`config.mk`:
```
export PLATFORM = sky130hd
export DESIGN_NAME = l1_biu
export DESIGN_NICKNAME = d
export VERILOG_FILES = /design/src/rtl/l1_biu.sv
export SDC_FILE = /design/constraint.sdc
export NUM_CORES = 1
export LEC_CHECK = 0
export ABC_AREA = 0
export CORE_MARGIN = 4
export CORE_UTILIZATION = 25
export DETAILED_ROUTE_END_ITERATION = 12
export GPL_TIMING_DRIVEN = 0
export HOLD_SLACK_MARGIN = 0.02
export PLACE_DENSITY = 0.54
export SETUP_SLACK_MARGIN = 0.1
export SYNTH_ARGS = -nofsm -noshare
export SYNTH_HDL_FRONTEND = slang
export SYNTH_SLANG_ARGS = --single-unit
```
`constraint.sdc`:
```
create_clock -name clk -period 5.95 [get_ports clk]
set_clock_uncertainty 0.2 [all_clocks]
set_input_delay 1.4875 -clock clk [delete_from_list [all_inputs] [get_ports clk]]
set_output_delay 1.4875 -clock clk [all_outputs]
set_load 0.1 [all_outputs]
```
`src/rtl/l1_biu.sv`:
```
// l1_biu: bus interface unit behind the L1 instruction cache controller.
// It turns line-fill, single-read and write-through requests into beats on
// an 8-bit external master bus. A per-beat watchdog turns a hung slave into
// a bus error.
//
// state   | meaning
// --------+------------------------------------------------------------
// IDLE    | waiting for a request; latches address, data, clears counters
// LINE_RD | ext_rd beat for byte addr_count of the aligned line
// LINE_WR | one-cycle cache RAM write strobe, then advance addr_count
// SGL_RD  | ext_rd beat for a single byte at addr_q
// SGL_WR  | ext_wr beat for a single byte at addr_q
// DONE    | one-cycle bus_trans_finish pulse
// ERR     | one-cycle bus_error pulse (slave error or timeout)
module l1_biu #(
    parameter int ADDR_WIDTH  = 24,
    parameter int LINE_BYTES  = 256,
    parameter int TIMEOUT_CYC = 255,
    parameter int TO_WID      = 8,
    localparam int CNT_WID    = $clog2(LINE_BYTES)
) (
    input  logic                  clk,
    input  logic                  rst,
    input  logic                  read_line_req,
    input  logic                  read_req,
    input  logic                  write_through_req,
    input  logic [ADDR_WIDTH-1:0] bus_pa,
    input  logic [7:0]            bus_wdata,
    output logic [7:0]            bus_rdata,
    output logic [CNT_WID-1:0]    addr_count,
    output logic                  line_write,
    output logic                  bus_trans_finish,
    output logic                  bus_error,
    output logic                  busy,
    output logic [ADDR_WIDTH-1:0] ext_addr,
    output logic [7:0]            ext_wdata,
    output logic                  ext_rd,
    output logic                  ext_wr,
    input  logic [7:0]            ext_rdata,
    input  logic                  ext_ack,
    input  logic                  ext_err
);

    typedef enum logic [2:0] {
        IDLE    = 3'd0,
        LINE_RD = 3'd1,
        LINE_WR = 3'd2,
        SGL_RD  = 3'd3,
        SGL_WR  = 3'd4,
        DONE    = 3'd5,
        ERR     = 3'd6
    } state_t;

    // The watchdog fires on the cycle the counter would reach TIMEOUT_CYC,
    // so a beat waits exactly TIMEOUT_CYC cycles before ERR.
    localparam logic [TO_WID-1:0] TO_LAST =
        TO_WID'((TIMEOUT_CYC == 0) ? 0 : TIMEOUT_CYC - 1);
    localparam logic [CNT_WID-1:0] CNT_LAST = CNT_WID'(LINE_BYTES - 1);

    state_t                  state_q;
    state_t                  state_d;
    logic [ADDR_WIDTH-1:0]   addr_q;
    logic [7:0]              wdata_q;
    logic [TO_WID-1:0]       to_cnt;
    logic                    beat_act;
    logic                    to_hit;

    // Next-state decode: request priority in IDLE, ack/error/timeout per beat.
    always_comb begin
        state_d  = state_q;
        beat_act = (state_q == LINE_RD) || (state_q == SGL_RD) ||
                   (state_q == SGL_WR);
        to_hit   = (TIMEOUT_CYC != 0) && beat_act && !ext_ack &&
                   (to_cnt == TO_LAST);
        case (state_q)
            IDLE: begin
                if (read_line_req)          state_d = LINE_RD;
                else if (read_req)          state_d = SGL_RD;
                else if (write_through_req) state_d = SGL_WR;
            end
            LINE_RD: begin
                if (ext_ack)     state_d = ext_err ? ERR : LINE_WR;
                else if (to_hit) state_d = ERR;
            end
            LINE_WR: state_d = (addr_count == CNT_LAST) ? DONE : LINE_RD;
            SGL_RD, SGL_WR: begin
                if (ext_ack)     state_d = ext_err ? ERR : DONE;
                else if (to_hit) state_d = ERR;
            end
            DONE:    state_d = IDLE;
            ERR:     state_d = IDLE;
            default: state_d = IDLE;
        endcase
    end

    // State, registered strobes (decoded from next state) and datapath.
    always_ff @(posedge clk or negedge rst) begin
        if (!rst) begin
            state_q          <= IDLE;
            addr_q           <= '0;
            wdata_q          <= '0;
            to_cnt           <= '0;
            addr_count       <= '0;
            bus_rdata        <= '0;
            ext_rd           <= 1'b0;
            ext_wr           <= 1'b0;
            line_write       <= 1'b0;
            bus_trans_finish <= 1'b0;
            bus_error        <= 1'b0;
            busy             <= 1'b0;
        end else begin
            state_q          <= state_d;
            ext_rd           <= (state_d == LINE_RD) || (state_d == SGL_RD);
            ext_wr           <= (state_d == SGL_WR);
            line_write       <= (state_d == LINE_WR);
            bus_trans_finish <= (state_d == DONE);
            bus_error        <= (state_d == ERR);
            busy             <= (state_d != IDLE);
            case (state_q)
                IDLE: begin
                    if (state_d != IDLE) begin
                        addr_q     <= bus_pa;
                        wdata_q    <= bus_wdata;
                        addr_count <= '0;
                        to_cnt     <= '0;
                    end
                end
                LINE_RD, SGL_RD, SGL_WR: begin
                    if (ext_ack) begin
                        to_cnt <= '0;
                        if (!ext_err && (state_q != SGL_WR))
                            bus_rdata <= ext_rdata;
                    end else if (TIMEOUT_CYC != 0) begin
                        to_cnt <= to_cnt + TO_WID'(1);
                    end
                end
                // Final increment wraps addr_count back to 0.
                LINE_WR: addr_count <= addr_count + CNT_WID'(1);
                default: ;
            endcase
        end
    end

    // Line beats use the aligned line base; single accesses use the raw address.
    always_comb begin
        ext_addr = addr_q;
        if ((state_q == LINE_RD) || (state_q == LINE_WR))
            ext_addr = {addr_q[ADDR_WIDTH-1:CNT_WID], addr_count};
    end

    assign ext_wdata = wdata_q;

endmodule

```
Yosys cells after proc, flatten, opt, wreduce, memory -nomap -nowiden
Cells that the tools add are included.
{"block": "totals", "regBits": 65, "latchBits": 0, "mem_bits_rw": 0, "rom_bits": 0, "out_inout_bits": 54, "mem_count": 0}
{"block": "classes", "add_sub_neg": 2, "multipliers": 0, "n_div": 0, "magnitude_cmp": 0, "n_eq_ne": 14, "shifts": 0, "muxes": 15, "bitwise_logic": 0, "n_reduce_logical": 19}
{"cell": "8-bit case mux with 2 select lines", "n": 2}
{"cell": "3-bit two-way mux", "n": 8}
{"cell": "8-bit two-way mux", "n": 3}
{"cell": "8-bit by 1-bit adder with 8-bit output, second input constant", "n": 2}
{"cell": "8-bit equality test, second input constant", "n": 2}
{"cell": "3-bit by 2-bit equality test with 1-bit output, second input constant", "n": 4}
{"cell": "3-bit equality test, second input constant", "n": 4}
{"cell": "3-bit case mux with 4 select lines", "n": 1}
{"cell": "3-bit by 1-bit equality test with 1-bit output, second input constant", "n": 2}
{"cell": "2-bit AND reduction", "n": 3}
{"cell": "1-bit logical OR", "n": 4}
{"cell": "2-bit nonzero test", "n": 2}
{"cell": "1-bit logical AND", "n": 3}
{"cell": "3-bit logical NOT", "n": 1}
{"cell": "3-bit != test, second input constant", "n": 1}
{"cell": "3-bit AND reduction", "n": 1}
{"cell": "3-bit nonzero test", "n": 1}
{"cell": "3-bit OR reduction", "n": 1}
{"cell": "1-bit logical NOT", "n": 2}
{"cell": "2-bit two-way mux", "n": 1}
{"cell": "2-bit != test, second input constant", "n": 1}
{"cell": "2-bit OR reduction", "n": 1}

Longest topological paths before layout
Gate-level depths: netlist of run 1.
{"block": "logic_depth", "ltp_word": 11, "depth_mapped": 10, "depth_no_buf": 9}

Least setup slack after synthesis of run 1
No wires, ideal clock.
{"block": "synth_path", "kind": "input to register", "start": "input ext_ack", "end": "register wdata_q[5], in the netlist ext_wdata[5]", "setup_ps": 126, "arrival_time_ps": 3114, "required_ps": 5624, "slack_ps": 2510, "cell_stages": 8, "n_path_buf": 2, "path_cell_list": "clkbuf_1 -> o21ai_0 -> o31a_1 -> o211a_1 -> inv_2 -> o31ai_4 -> buf_6 -> mux2_2"}
{"block": "synth_between", "elab_chain_len": 8}
{"item": "start: declaration", "line_no": "40", "text": "input logic ext_ack,"}
{"item": "1-bit logical NOT", "line_no": "73", "text": "to_hit = (TIMEOUT_CYC != 0) && beat_act && !ext_ack &&"}
{"item": "1-bit logical AND (2 in series)", "line_no": "73"}
{"item": "3-bit two-way mux", "line_no": "83, 88"}
{"item": "3-bit two-way mux (on tied branches)", "line_no": "87, 82"}
{"item": "3-bit case mux with 4 select lines *", "line_no": "75", "text": "case (state_q)"}
{"item": "via state_d[2]", "line_no": "61", "text": "state_t state_d;"}
{"item": "3-bit nonzero test *", "line_no": "121", "text": "if (state_d != IDLE) begin"}
{"item": "2-bit AND reduction (no line) *"}
{"item": "end signal: assignment", "line_no": "123", "text": "wdata_q <= bus_wdata;"}
{"item": "end: declaration", "line_no": "63", "text": "logic [7:0] wdata_q;"}
Mark *: on every way through the listed nets, which the timed path passes. The rest lies on a longest branch.
A chain may end at the register's enable or synchronous reset.

Worst setup path in the final report of run 1
{"block": "layout_path", "start": "register state_q[1]", "end": "output ext_addr[0]"}
{"block": "layout_between", "elab_chain_len": 3}
{"item": "start: declaration", "line_no": "60", "text": "state_t state_q;"}
{"item": "start signal: assignment", "line_no": "112", "text": "state_q <= state_d;"}
{"item": "3-bit by 1-bit equality test with 1-bit output or 3-bit by 2-bit equality test with 1-bit output (tied branches)", "line_no": "147", "text": "if ((state_q == LINE_RD) || (state_q == LINE_WR))"}
{"item": "1-bit logical OR *", "line_no": "147"}
{"item": "8-bit two-way mux *", "line_no": "147"}
{"item": "end: declaration", "line_no": "35", "text": "output logic [ADDR_WIDTH-1:0] ext_addr,"}
Every way passes the cells marked *; elsewhere a longest branch is shown, timed or not.

==> impl_metrics.json, run 1 <==
{
  "status": "finished clean",
  "worstPathRequired_ns": 4.26,
  "synth_edf_count": 0,
  "start_kind": "flop",
  "antennaDiodeCount": 0,
  "die-area_um2": 14200,
  "placedCellCount": 513,
  "worstMarginPinSlew_ns": 0.999,
  "cts-root-buf": "clkbuf_16",
  "synthFlopType": "dfrtp_1",
  "fillers": 1184,
  "stdcell_count": 528,
  "via_per_inst": 4.24,
  "grt_pass1_vias": 2352,
  "synth_nets": 295,
  "ys_ff_latch": 65,
  "ys_seq_area_share_pct": 52.7,
  "tns_ns": 0,
  "core_area_um2": 12100,
  "cts_setup_buffers": 0,
  "clock_path_buffers": 2,
  "clkSinkCount": 65,
  "final_hold_viol_count": 0,
  "drt_iter0_markers": 67,
  "yosys_warnings": 0,
  "clkTransAtPathRegs_ns": 0.06,
  "timing.max_cap.violations": 0,
  "h-tree-depth": 3,
  "hold_depth": 1,
  "fin_nets": 406,
  "setup_viol": 0,
  "rsz0062_at_grt": "false",
  "reg2reg_from": "addr_count[0]",
  "grt_max_degree": 66,
  "insertion_delay_ns": 0.32,
  "die_w_um": 119,
  "syn-cell-area_um2": 3090,
  "drt-wirelength-per-cell_um": 13.5,
  "io_buffer_count": 100,
  "via_count": 2240,
  "relSlewSlack_pct": 33.2,
  "grt_overflow": 0,
  "syn_to_final_growth_pct": 48.7,
  "ioPinCount": 101,
  "reg2reg_slack_ns": 3.10,
  "reg2reg_depth": 8,
  "hold_path.class": "flop to flop",
  "finalCritPeriodShare_pct": 79.1,
  "syn_inst": 245,
  "r2r-end": "addr_q[4]",
  "max_freq_mhz": 212,
  "worstPathMaxFanout": 10,
  "grt_usage_pct": 10.4,
  "worst_slack_ns": 1.24,
  "routabilityCongestion": 0.760,
  "synth_cell_types": 40,
  "dieHeight_um": 119,
  "routed_wl_um": 7140,
  "drc_errors": 0,
  "final_antenna_net_count": 0,
  "initial_core_util_pct": 25.6,
  "cts-buffers-inserted": 9,
  "post_cts_resized": 0,
  "post-dp-hpwl_um": 5090,
  "ctsHoldBuffers": 0,
  "crit_type": "flop to output pin",
  "grt_pass1_wl_um": 11900,
  "row_count": 40,
  "antenna_found_initial": 0,
  "place_ws_ns": 1.54,
  "first_pass_iters": 4,
  "worstHoldStart": "addr_q[1]",
  "cp-end-kind": "output pin",
  "crit_arrival_ns": 3.02,
  "report.final.slew_viol_count": 0,
  "period_needed_ns": 4.71,
  "cts_tree": "built",
  "ys_async_sr_fraction_pct": 100,
  "timing.hold.ws_ns": 0.301,
  "drive_gt1_share_pct": 26.4,
  "hold-path-endpoint": "addr_q[1]",
  "syn_area_per_cell_um2": 12.6
}
per-stage QoR:
| step | utilization [%] | instance area, um2 |
|---|---|---|
| 2_1_floorplan | - | 3090 |
| 3_3_place_gp | 35.6 | 4300 |
| 3_5_place_dp | 35.6 | 4300 |
| 4_1_cts | 38.1 | 4590 |
| 5_1_grt | 38.1 | 4590 |
| 6_report | 38.1 | 4590 |
routing by layer:
| layer | share of wire, % | track usage (%) |
|---|---|---|
| met5 | 0 | 0 |
| met1 | 44 | 12.9 |
| met2 | 47 | 16.1 |
| met3 | 8.5 | 5.22 |
| met4 | 0.83 | 2.61 |
synth_stat cells (3+ instances only):
cell,n,area [um2]
a21oi_1,4,20.0
a22o_1,6,52.6
and2_1,4,25.0
and3_1,4,25.0
buf_4,16,120
buf_6,6,67.6
clkbuf_1,3,11.3
dfrtp_1,65,1630
ha_1,3,37.5
inv_1,3,11.3
mux2_2,50,563
nand2_1,10,37.5
nand3_1,8,40.0
nand4_1,3,18.8
nor2_1,13,48.8
nor3_1,5,25.0
o21ai_0,10,50.1
xnor2_1,3,26.3
xor2_1,4,35.0
cell type report:
class	instances	area [um2]	area share (%)
inverter	4	15.0	0.327
multi-input combinational	150	1240	27.0
sequential	65	1630	35.4
clock buffer	12	256	5.58
clock inverter	3	40.0	0.872
buffer	26	204	4.44
tap	168	210	4.58
timing repair buffer	100	998	21.7
how the worst max path moves through the flow:
stage / from / to / slack (ns) / cells after the start
floorplan: ext_ack / ext_wdata[5] / 2.51 / 8
global route: state_q[1] / ext_addr[1] / 1.09 / 5
global placement: rst / ext_wdata[7] / 0.80 / 1
finish: state_q[1] / ext_addr[0] / 1.24 / 5
CTS: state_q[1] / ext_addr[0] / 1.19 / 5
detailed placement: state_q[1] / ext_addr[3] / 1.54 / 5
registers in the layout, indices dropped and copies added, names as in the netlist:
name / flops
addr_q: 24
addr_count: 8
bus_rdata: 8
ext_wdata: 8
to_cnt: 8
state_q: 3
bus_error: 1
bus_trans_finish: 1
busy: 1
ext_rd: 1
ext_wr: 1
line_write: 1
critical path: stages (launching register included):
cell and delay, ns:
dfrtp_1 0.40, buf_2 0.20, xnor2_1 0.13, nor2_1 0.55
mux2_2 0.29, clkdlybuf4s50_1 1.13
logic make-up after synthesis:
logic type,Yosys count,synth area share (%)
simple gates,56,9.24
flops,65,52.7
compound gates,34,9.56
mux,50,18.2
xor+xnor,7,1.99
buf+inv,30,7.09
fa+ha+maj,3,1.22
cells in the final DEF (no fill, tap or decap), types with 8 or more instances in the layout:
master	instances
clkdlybuf4s50_1	99
dfrtp_1	65
mux2_2	50
buf_4	17
nor2_1	13
o21ai_0	10
nand2_1	10
clkbuf_16	9
nand3_1	8
Power of run 1 is not shown: default switching activity piles up to over one toggle a cycle in this logic, so the estimate is an artifact.
==> run 2, diff against run 1 <==
Settings changed: PLACE_DENSITY 0.54 to 0.55.
Clock period 5.95 ns to 4.1 ns, I/O delays scaled along.
==> run 2 against run 1 <==
Cell count is 0.19% higher. Die area is the same. First-iteration DRC count grew 34%. Count of clock-buffer cells in the layout decreased by 1. Via count up 1.2%. Global-route usage increased by 0.15 points. Setup slack got worse by 0.89 ns. Routed wire length increased by 0.69%. Register-to-register slack got worse by 1.8 ns. Worst hold slack worse by 0.00091 ns.
==> impl_metrics.json, run 2 (synthesized netlist as in run 1, its figures left out) <==
{
  "crit_arrival_ns": 2.53,
  "max_freq_mhz": 266,
  "via_per_inst": 4.29,
  "reg2reg_from": "addr_count[0]",
  "final_hold_viol_count": 0,
  "relSlewSlack_pct": 33.7,
  "hold_path.class": "flop to flop",
  "cts-root-buf": "clkbuf_16",
  "worstPathMaxFanout": 10,
  "setup_viol": 0,
  "largest_reg_flops": 24,
  "h-tree-depth": 3,
  "start_kind": "flop",
  "antennaDiodeCount": 0,
  "clkSinkCount": 65,
  "routabilityCongestion": 0.787,
  "grt_max_degree": 66,
  "reg2reg_slack_ns": 1.28,
  "report.final.slew_viol_count": 0,
  "crit_type": "flop to output pin",
  "reg2reg_depth": 8,
  "core_area_um2": 12100,
  "slowest_stage": "clkdlybuf4s15_1",
  "grt_pass1_wl_um": 12000,
  "cts_tree": "built",
  "worstHoldStart": "addr_q[4]",
  "cp-end-kind": "output pin",
  "die-area_um2": 14200,
  "grt_pass1_vias": 2388,
  "ioPinCount": 101,
  "initial_core_util_pct": 25.6,
  "drt_iter0_markers": 90,
  "insertion_delay_ns": 0.32,
  "period_needed_ns": 3.75,
  "fin_nets": 406,
  "io_buffer_count": 100,
  "post-dp-hpwl_um": 5160,
  "hold-path-endpoint": "addr_q[4]",
  "cp_slowest_stage_delay_ns": 0.72,
  "grt_overflow": 0,
  "drc_errors": 0,
  "worstPathRequired_ns": 2.87,
  "via_count": 2267,
  "first_pass_iters": 4,
  "worst_slack_ns": 0.347,
  "final_cell_mix": "91 x clkdlybuf4s50_1, 65 x dfrtp_1, 50 x mux2_2",
  "dieHeight_um": 119,
  "final_common_cell": "clkdlybuf4s50_1",
  "drive_gt1_share_pct": 27.7,
  "row_count": 40,
  "die_w_um": 119,
  "top_register": "addr_q",
  "drt-wirelength-per-cell_um": 13.6,
  "cts-buffers-inserted": 9,
  "routed_wl_um": 7190,
  "antenna_found_initial": 0,
  "ctsHoldBuffers": 0,
  "r2r-end": "addr_q[19]",
  "place_ws_ns": 0.101,
  "final_antenna_net_count": 0,
  "clkTransAtPathRegs_ns": 0.05,
  "syn_to_final_growth_pct": 50.4,
  "hold_depth": 1,
  "status": "finished clean",
  "finalCritPeriodShare_pct": 91.5,
  "path_cells": "buf_2 > xnor2_1 > nor2_2 > mux2_2 > clkdlybuf4s15_1",
  "clock_path_buffers": 2,
  "timing.max_cap.violations": 0,
  "worstMarginPinSlew_ns": 0.992,
  "grt_usage_pct": 10.5,
  "rsz0062_at_grt": "false"
}
[run 2: layout make-up]
cell class / count / area, um2
Multi-Input combinational cell: 150 / 1240
Clock buffer: 11 / 243
Fill cell: 1218 / 7420
Buffer: 26 / 204
Sequential cell: 65 / 1630
Inverter: 4 / 15.0
Tap cell: 168 / 210
Timing Repair Buffer: 100 / 997
Clock inverter: 5 / 103
[run 2: timing repair]
action | 4_1_cts | 5_1_grt
setup buffers | 0 | 0
resized for setup | 16 | 0
setup endpoints to repair | 8 | 0
[run 2: worst max-delay path by stage]
stage | from | to | slack, ns | cells past startpoint
after floorplan | addr_count[0] | ext_wdata[5] | 1.07 | 8
after global placement | rst | addr_q[14] | -0.57 | 1
after detailed placement | state_q[1] | ext_addr[7] | 0.10 | 5
after CTS | state_q[1] | ext_addr[6] | 0.28 | 5
after global routing | state_q[1] | ext_addr[2] | 0.23 | 5
final | state_q[1] | ext_addr[6] | 0.35 | 5
[run 2: per-layer routing]
layer,up-vias,GRT usage [%],part of all wire [%],routed length [um]
met4,0,3.84,1.6,112
met3,9,4.75,8.6,615
met2,68,16.9,48,3450
li1,1074,-,-,-
met5,-,0,0,0
met1,1116,12.5,42,3020
[run 2: metrics by stage]
stage	cell area [um2]	utilization, %	hold WS, ns	instances	setup TNS, ns
finish	4640	38.5	0.300	529	0
global placement	4300	35.6	0.287	513	-36.98
global route	4640	38.5	0.317	529	0
floorplan	3090	-	0.275	245	0
detailed placement	4300	35.6	0.294	513	0
CTS	4640	38.5	0.306	529	0
[run 2: critical path, delay by kind of cell, from the launching register on]
kind	cells	cell delay, ns
muxes	1	0.38
buffers and inverters	2	0.91
DFF	1	0.39
and+or+nand+nor	1	0.37
xor gates and xnor gates	1	0.15
Power of run 2 is left out for the same reason.
